### src/rtl/key_pkg.sv
// Shared defaults for the multi-channel key debouncer: channel count, counter
// widths and the released (idle) key level.
package key_pkg;

    localparam int   CH_DEF         = 4;
    localparam int   CNT_W_DEF      = 20;
    localparam int   HOLD_W_DEF     = 28;
    localparam logic IDLE_LEVEL_DEF = 1'b1;

endpackage

### src/rtl/key_debounce_ch.sv
// One key channel: 2-flop synchronizer, debounce counter, edge pulses and
// long-press detection with a saturating hold counter.
module key_debounce_ch
    import key_pkg::*;
#(
    parameter int   CNT_W      = CNT_W_DEF,
    parameter int   HOLD_W     = HOLD_W_DEF,
    parameter logic IDLE_LEVEL = IDLE_LEVEL_DEF
) (
    input  logic              clk,
    input  logic              rst_n,
    input  logic              key_in,
    input  logic [CNT_W-1:0]  cfg_deb_ticks,
    input  logic [HOLD_W-1:0] cfg_long_ticks,
    output logic              key_state,
    output logic              key_press,
    output logic              key_release,
    output logic              key_long,
    output logic              key_held
);

    logic              s1_q, s1_d;
    logic              s2_q, s2_d;
    logic              state_q, state_d;
    logic [CNT_W-1:0]  deb_q, deb_d;
    logic [HOLD_W-1:0] hold_q, hold_d;
    logic              press_q, press_d;
    logic              release_q, release_d;
    logic              long_q, long_d;
    logic              held_q, held_d;
    logic              commit;
    logic              pressed_next;
    logic              long_en;

    always_comb begin
        s1_d    = key_in;
        s2_d    = s1_q;
        state_d = state_q;
        deb_d   = deb_q;
        // >= compare lets a lowered threshold commit a long-running count at once
        if (s2_q == state_q) begin
            deb_d = '0;
        end else if (deb_q >= cfg_deb_ticks) begin
            state_d = s2_q;
            deb_d   = '0;
        end else begin
            deb_d = deb_q + 1'b1;
        end

        commit       = (state_d != state_q);
        pressed_next = (state_d != IDLE_LEVEL);
        press_d      = commit && pressed_next;
        release_d    = commit && !pressed_next;
        long_en      = (cfg_long_ticks != '0);

        if (!pressed_next || press_d) begin
            hold_d = '0;
        end else if (hold_q < cfg_long_ticks) begin
            hold_d = hold_q + 1'b1;
        end else begin
            hold_d = hold_q;
        end

        // Gating on pressed_next makes a same-cycle release suppress the long pulse
        long_d = long_en && pressed_next && !press_d
                 && (hold_q < cfg_long_ticks) && (hold_d == cfg_long_ticks);
        held_d = long_en && pressed_next && !press_d && (hold_d >= cfg_long_ticks);
    end

    always_ff @(posedge clk or negedge rst_n) begin
        if (!rst_n) begin
            s1_q      <= IDLE_LEVEL;
            s2_q      <= IDLE_LEVEL;
            state_q   <= IDLE_LEVEL;
            deb_q     <= '0;
            hold_q    <= '0;
            press_q   <= 1'b0;
            release_q <= 1'b0;
            long_q    <= 1'b0;
            held_q    <= 1'b0;
        end else begin
            s1_q      <= s1_d;
            s2_q      <= s2_d;
            state_q   <= state_d;
            deb_q     <= deb_d;
            hold_q    <= hold_d;
            press_q   <= press_d;
            release_q <= release_d;
            long_q    <= long_d;
            held_q    <= held_d;
        end
    end

    assign key_state   = state_q;
    assign key_press   = press_q;
    assign key_release = release_q;
    assign key_long    = long_q;
    assign key_held    = held_q;

endmodule

### src/rtl/key_debounce_mc.sv
// Multi-channel key debouncer: CH independent key_debounce_ch instances
// sharing the debounce and long-press thresholds.
module key_debounce_mc
    import key_pkg::*;
#(
    parameter int   CH         = CH_DEF,
    parameter int   CNT_W      = CNT_W_DEF,
    parameter int   HOLD_W     = HOLD_W_DEF,
    parameter logic IDLE_LEVEL = IDLE_LEVEL_DEF
) (
    input  logic              clk,
    input  logic              rst_n,
    input  logic [CH-1:0]     key_in,
    input  logic [CNT_W-1:0]  cfg_deb_ticks,
    input  logic [HOLD_W-1:0] cfg_long_ticks,
    output logic [CH-1:0]     key_state,
    output logic [CH-1:0]     key_press,
    output logic [CH-1:0]     key_release,
    output logic [CH-1:0]     key_long,
    output logic [CH-1:0]     key_held
);

    generate
        for (genvar gi = 0; gi < CH; gi++) begin : g_ch
            key_debounce_ch #(
                .CNT_W      (CNT_W),
                .HOLD_W     (HOLD_W),
                .IDLE_LEVEL (IDLE_LEVEL)
            ) u_ch (
                .clk            (clk),
                .rst_n          (rst_n),
                .key_in         (key_in[gi]),
                .cfg_deb_ticks  (cfg_deb_ticks),
                .cfg_long_ticks (cfg_long_ticks),
                .key_state      (key_state[gi]),
                .key_press      (key_press[gi]),
                .key_release    (key_release[gi]),
                .key_long       (key_long[gi]),
                .key_held       (key_held[gi])
            );
        end
    endgenerate

endmodule

### config.mk
export PLATFORM = sky130hd
export DESIGN_NAME = key_debounce_mc
export DESIGN_NICKNAME = d
export VERILOG_FILES = /design/src/rtl/key_pkg.sv /design/src/rtl/key_debounce_ch.sv /design/src/rtl/key_debounce_mc.sv
export SDC_FILE = /design/constraint.sdc
export NUM_CORES = 1
export LEC_CHECK = 0
export ABC_AREA = 1
export BUFFER_PORTS_ARGS = -buffer_cell sky130_fd_sc_hd__buf_2
export CAP_MARGIN = 20
export CORE_MARGIN = 2
export CORE_UTILIZATION = 64
export DETAILED_ROUTE_END_ITERATION = 8
export MAX_ROUTING_LAYER = met4
export PLACE_DENSITY = 0.82
export SLEW_MARGIN = 20
export SYNTH_ARGS = -nofsm -noshare
export SYNTH_HDL_FRONTEND = slang
export SYNTH_SLANG_ARGS = --single-unit
### constraint.sdc
create_clock -name clk -period 3.2 [get_ports clk]
set_clock_uncertainty 0.15 [all_clocks]
set_input_delay 0.96 -clock clk [delete_from_list [all_inputs] [get_ports clk]]
set_output_delay 0.96 -clock clk [all_outputs]
set_load 0.02 [all_outputs]
==> impl_metrics.env, run 1 <==
export IMPL_outcome="did not finish"
export IMPL_lastStage="5_1_grt"
export IMPL_first_error="[ERROR GRT-0232] Routing congestion too high. Check the congestion heatmap in the GUI."
export IMPL_worst_ep_kind="sequential cell input"
export IMPL_track_usage=0.862
export IMPL_netlist_top_cells_area="dfrtp_1 25%, nand2_1 19%, ha_1 18%"
export IMPL_async_reset_ff_frac=1.00
export IMPL_synth_ff_type="dfrtp_1"
export IMPL_synth_edf_count=0
export IMPL_clkSinkCount=220
export IMPL_gp_congestion=1.05
export IMPL_synth_top_cell_area_share=0.248
export IMPL_fp_row_count=66
export IMPL_place_inst=3953
export IMPL_ys_seq_area_frac=0.263
export IMPL_grt_repair_worst_endpoint="g_ch[0].u_ch.key_held$_DFF_PN0_/D"
export IMPL_portBuffers=73
export IMPL_die_width_um=185
export IMPL_ctsHoldBuffers=0
export IMPL_grt_max_degree=59
export IMPL_synth_seq_cells=220
export IMPL_cts_buffer_depth=3
export IMPL_ios=74
export IMPL_place_ws_ns=-1.28
export IMPL_root_buffer="clkbuf_16"
export IMPL_yosysUniqueCellTypes=34
export IMPL_syn_inst=3147
export IMPL_chipHeight_um=185
export IMPL_ctsHtreeMaxLevel=1
export IMPL_ys_warn_count=0
export IMPL_grt_ovfl_total=276
export IMPL_hpwl_um=53300
export IMPL_cts_buffers=28
export IMPL_syn_area_um2=21000
export IMPL_yosysTopAreaCell="dfrtp_1"
export IMPL_syn_avg_cell_area_um2=6.68
export IMPL_synth_nets=3509
export IMPL_start_util=0.648
-- metal layers --
layer | track usage | GRT overflow
met3 | 0.752 | 25
met2 | 0.972 | 149
met4 | 0.850 | 90
met5 | - | -
met1 | 0.844 | 12
-- synthesized netlist by cell type, types with 4 or more instances --
cell and number:
buf_4 37, dfrtp_1 208, buf_2 16, nand2_2 10, ha_1 308, dfstp_2 12
a21oi_1 111, nand4_1 40, o21ai_0 25, a21o_1 10, nand2_1 1037, nor2_1 506
nand3b_1 43, o21a_1 8, nand2_4 4, o21bai_1 10, nand3_1 175, inv_1 370
xnor2_1 36, nor4_1 12, nor2_2 20, buf_6 14, xor2_1 72, inv_2 4
nor3_1 43
-- metrics by stage --
| step | hold slack, ns | cell area (um2) |
|---|---|---|
| 2_1_floorplan | 0.195 | 21100 |
| 3_3_place_gp | 0.196 | 24600 |
| 3_5_place_dp | 0.197 | 24600 |
| 4_1_cts | 0.169 | 27700 |
-- repair_timing --
| action | CTS |
|---|---|
| buffers inserted | 56 |
| pin swaps | 115 |
| resized for setup | 321 |
| cloned | 13 |
| setup endpoints to repair | 8 |
-- cells by family after synthesis --
group | synth area share
xor+xnor | 0.0450
compound gates | 0.0436
buf+inv | 0.0916
simple gates | 0.374
fa+ha+maj | 0.183
flops | 0.263
==> run 2: changes to the inputs <==
--- a/config.mk
+++ b/config.mk
@@ -9,10 +9,9 @@
 export BUFFER_PORTS_ARGS = -buffer_cell sky130_fd_sc_hd__buf_2
 export CAP_MARGIN = 20
 export CORE_MARGIN = 2
-export CORE_UTILIZATION = 64
+export CORE_UTILIZATION = 40
 export DETAILED_ROUTE_END_ITERATION = 8
-export MAX_ROUTING_LAYER = met4
-export PLACE_DENSITY = 0.82
+export PLACE_DENSITY_LB_ADDON = 0.15
 export SLEW_MARGIN = 20
 export SYNTH_ARGS = -nofsm -noshare
 export SYNTH_HDL_FRONTEND = slang
==> run 2 against run 1 <==
  * The flow now finishes, with violations (setup timing)
  * Synthesized cell count did not move
  * Synthesized area unchanged
==> impl_metrics.env, run 2 <==
export IMPL_root_buffer="clkbuf_16"
export IMPL_fp_row_count=84
export IMPL_syn_inst=3147
export IMPL_multi_input_area_um2=15800
export IMPL_grt_pass1_vias=21100
export IMPL_use_met1=0.368
export IMPL_synth_fa_ha_area_frac=0.183
export IMPL_arrival_ns=4.02
export IMPL_synth_compound_area_share=0.0436
export IMPL_grt_util_met2=0.421
export IMPL_crit_type="input port to flop"
export IMPL_hpwl_um=56400
export IMPL_syn_avg_cell_area_um2=6.68
export IMPL_clkSinkCount=220
export IMPL_slowest_stage="ha_1"
export IMPL_async_reset_ff_frac=1.00
export IMPL_design_area_um2=30200
export IMPL_ios=74
export IMPL_track_usage=0.262
export IMPL_portBuffers=73
export IMPL_final_cell_mix="941 x nand2_1, 430 x buf_4, 382 x nor2_1"
export IMPL_finalHoldViolations=0
export IMPL_core_um2=52200
export IMPL_final_common_cell="nand2_1"
export IMPL_synthMuxAreaShare=0
export IMPL_startpoint_type="input port"
export IMPL_yosysMostFrequentCell="nand2_1"
export IMPL_fin_setup_tns_ns=-3.01
export IMPL_cp_end_kind="flop"
export IMPL_path_common_cell="nand2_1"
export IMPL_synth_top_family_by_area="simple AND/OR/NAND/NOR gates"
export IMPL_p_per_area_nw_per_um2=295
export IMPL_clk_latency_ns=0.60
export IMPL_grt_busiest_layer="met2"
export IMPL_max_clock_freq_mhz=270
export IMPL_drtAntennaViolNets=0
export IMPL_leakagePower_nw=15.5
export IMPL_cp_top_family="simple AND/OR/NAND/NOR gates"
export IMPL_cts_tree="done"
export IMPL_wirelength_um=75300
export IMPL_min_period_ns=3.70
export IMPL_ff_latch_area_um2=5520
export IMPL_slew_limit_headroom=0.638
export IMPL_num_antenna_cells=0
export IMPL_drv_cap=0
export IMPL_grt_ovfl_total=0
export IMPL_synth_edf_count=0
export IMPL_syn_to_final_growth_pct=43.8
export IMPL_r2r_slack_ns=-0.16
export IMPL_drive_above_1_share=0.301
export IMPL_regMostFlops="g_ch.u_ch.hold_q"
export IMPL_synth_simple_area_share=0.374
export IMPL_cts_buffers=29
export IMPL_routed_via_density=5.04
export IMPL_ys_seq_area_frac=0.263
export IMPL_finalMaxSlewViolations=0
export IMPL_synth_common_cells="1037 x nand2_1, 506 x nor2_1, 370 x inv_1"
export IMPL_synth_xor_area_frac=0.0450
export IMPL_tightest_slew_ns=0.542
export IMPL_dr_first_iter_drc_count=1494
export IMPL_crit_fanout=6
export IMPL_yosysUniqueCellTypes=34
export IMPL_clkSlewWorstSetupHoldPaths_ns=0.06
export IMPL_grt_pass1_wl_um=112000
export IMPL_final_period_utilization=1.16
export IMPL_holdCritPathClass="input port to async pin"
export IMPL_num_vias=22400
export IMPL_critPathMaxStageDelay_ns=0.29
export IMPL_place_inst=4282
export IMPL_netlist_top_cells_area="dfrtp_1 25%, nand2_1 19%, ha_1 18%"
export IMPL_ctsHtreeMaxLevel=1
export IMPL_start_util=0.403
export IMPL_fill_cells=4690
export IMPL_grt_max_degree=56
export IMPL_violations="setup timing"
export IMPL_largest_reg_flops=112
export IMPL_place_area_um2=25700
export IMPL_peakVddDrop_uv=379
export IMPL_syn_area_um2=21000
export IMPL_final_setup_worst_slack_ns=-0.504
export IMPL_gp_congestion=0.939
export IMPL_nNetsFinal=4095
export IMPL_critPathRequiredTime_ns=3.52
export IMPL_ys_warn_count=0
export IMPL_die_area_um2=54400
export IMPL_top_regs="g_ch.u_ch.hold_q (112), g_ch.u_ch.deb_q (80)"
export IMPL_final_setup_viol_count=8
export IMPL_chipHeight_um=233
export IMPL_synth_nets=3509
export IMPL_stdcell_count=4444
export IMPL_rsz0062_at_grt="yes"
export IMPL_wl_per_cell_um=16.9
export IMPL_drcViolationCount=0
export IMPL_yosysTopAreaCell="dfrtp_1"
export IMPL_cts_buffer_depth=3
export IMPL_ctsHoldBuffers=0
export IMPL_cp_buffers_inverters=7
export IMPL_first_pass_iters=6
export IMPL_antenna_found_initial=1
export IMPL_grt_util_met3=0.0299
export IMPL_synth_ff_type="dfrtp_1"
export IMPL_outcome="finished with violations"
export IMPL_synth_seq_cells=220
export IMPL_synth_top_cell_area_share=0.248
export IMPL_die_width_um=233
==> run 2: final cells by class <==
type                       instances  share of cell area
clock buffer                      45              0.0296
clock inverter                     9             0.00178
inverter                         374              0.0490
multi-input combinational       2485               0.521
sequential                       220               0.183
tap                              688              0.0285
timing repair buffer             623               0.188
==> run 2: worst register-to-register path, cell delays in order (launching register included) <==
cell,delay [ns]
dfrtp_1,0.44
ha_1,0.32
nand2_1,0.10
inv_1,0.05
nand2_1,0.06
nand2_1,0.07
a21oi_2,0.11
nand4_1,0.16
nand2_2,0.14
nand2_4,0.13
clkbuf_16,0.21
buf_8,0.14
nor2_1,0.21
ha_1,0.27
inv_1,0.08
nor2_1,0.04
nor2_1,0.08
o21ai_1,0.07
nand2_1,0.06
nand3_1,0.09
nand2_1,0.07
nand2_1,0.05
nor2_1,0.10
nor2_1,0.04
==> run 2: kinds of logic after synthesis <==
group,after synthesis
AO/OA/AOI/OAI,167
flip-flops,220
XOR/XNOR,108
adder cells (fa/ha/maj),308
AND/OR/NAND/NOR,1901
buffers and inverters,443
==> run 2: path summary, 6_finish.rpt <==
kind                                         from                      to  cells after the start
max                             cfg_deb_ticks[14]   g_ch[2].u_ch.key_held                     26
min reg2reg                     g_ch[1].u_ch.s1_q       g_ch[1].u_ch.s2_q                      0
max in group asynchronous                   rst_n  g_ch[3].u_ch.key_state                      2
min                                         rst_n   g_ch[1].u_ch.deb_q[3]                      1
max reg2reg                g_ch[2].u_ch.deb_q[15]   g_ch[2].u_ch.key_held                     23
min in group clk                g_ch[1].u_ch.s1_q       g_ch[1].u_ch.s2_q                      0
==> run 2: routing by layer <==
layer,vias up,share of wire
met5,-,0
met4,0,0.032
met3,141,0.053
met2,604,0.45
met1,10500,0.46
li1,11200,-
==> run 2: what timing repair did <==
| item | 4_1_cts | 5_1_grt |
|---|---|---|
| setup buffers | 49 | 48 |
| gates cloned | 4 | 10 |
| pin swaps | 74 | 185 |
| endpoints found under the setup margin | 8 | 8 |
| resized for setup | 165 | 403 |
==> run 2: report_power, final <==
| group | internal, W | switching [W] |
|---|---|---|
| sequential | 0.00291 | 0.000112 |
| clock | 0.00191 | 0.00138 |
| combinational | 0.00112 | 0.00148 |
| total | 0.00594 | 0.00298 |
==> run 2: metrics by stage <==
step	worst slack [ns]	utilization	power (W)	hold WS [ns]
after global routing	-0.672	0.579	0.00935	0.206
after global placement	-1.23	0.491	0.00513	0.196
after CTS	-0.376	0.534	0.00857	0.179
final	-0.504	0.579	0.00892	0.186
after detailed placement	-1.24	0.491	0.00517	0.197
after floorplan	-0.393	-	0.00416	0.195
Note: power is estimated with default switching activity, not from simulation.
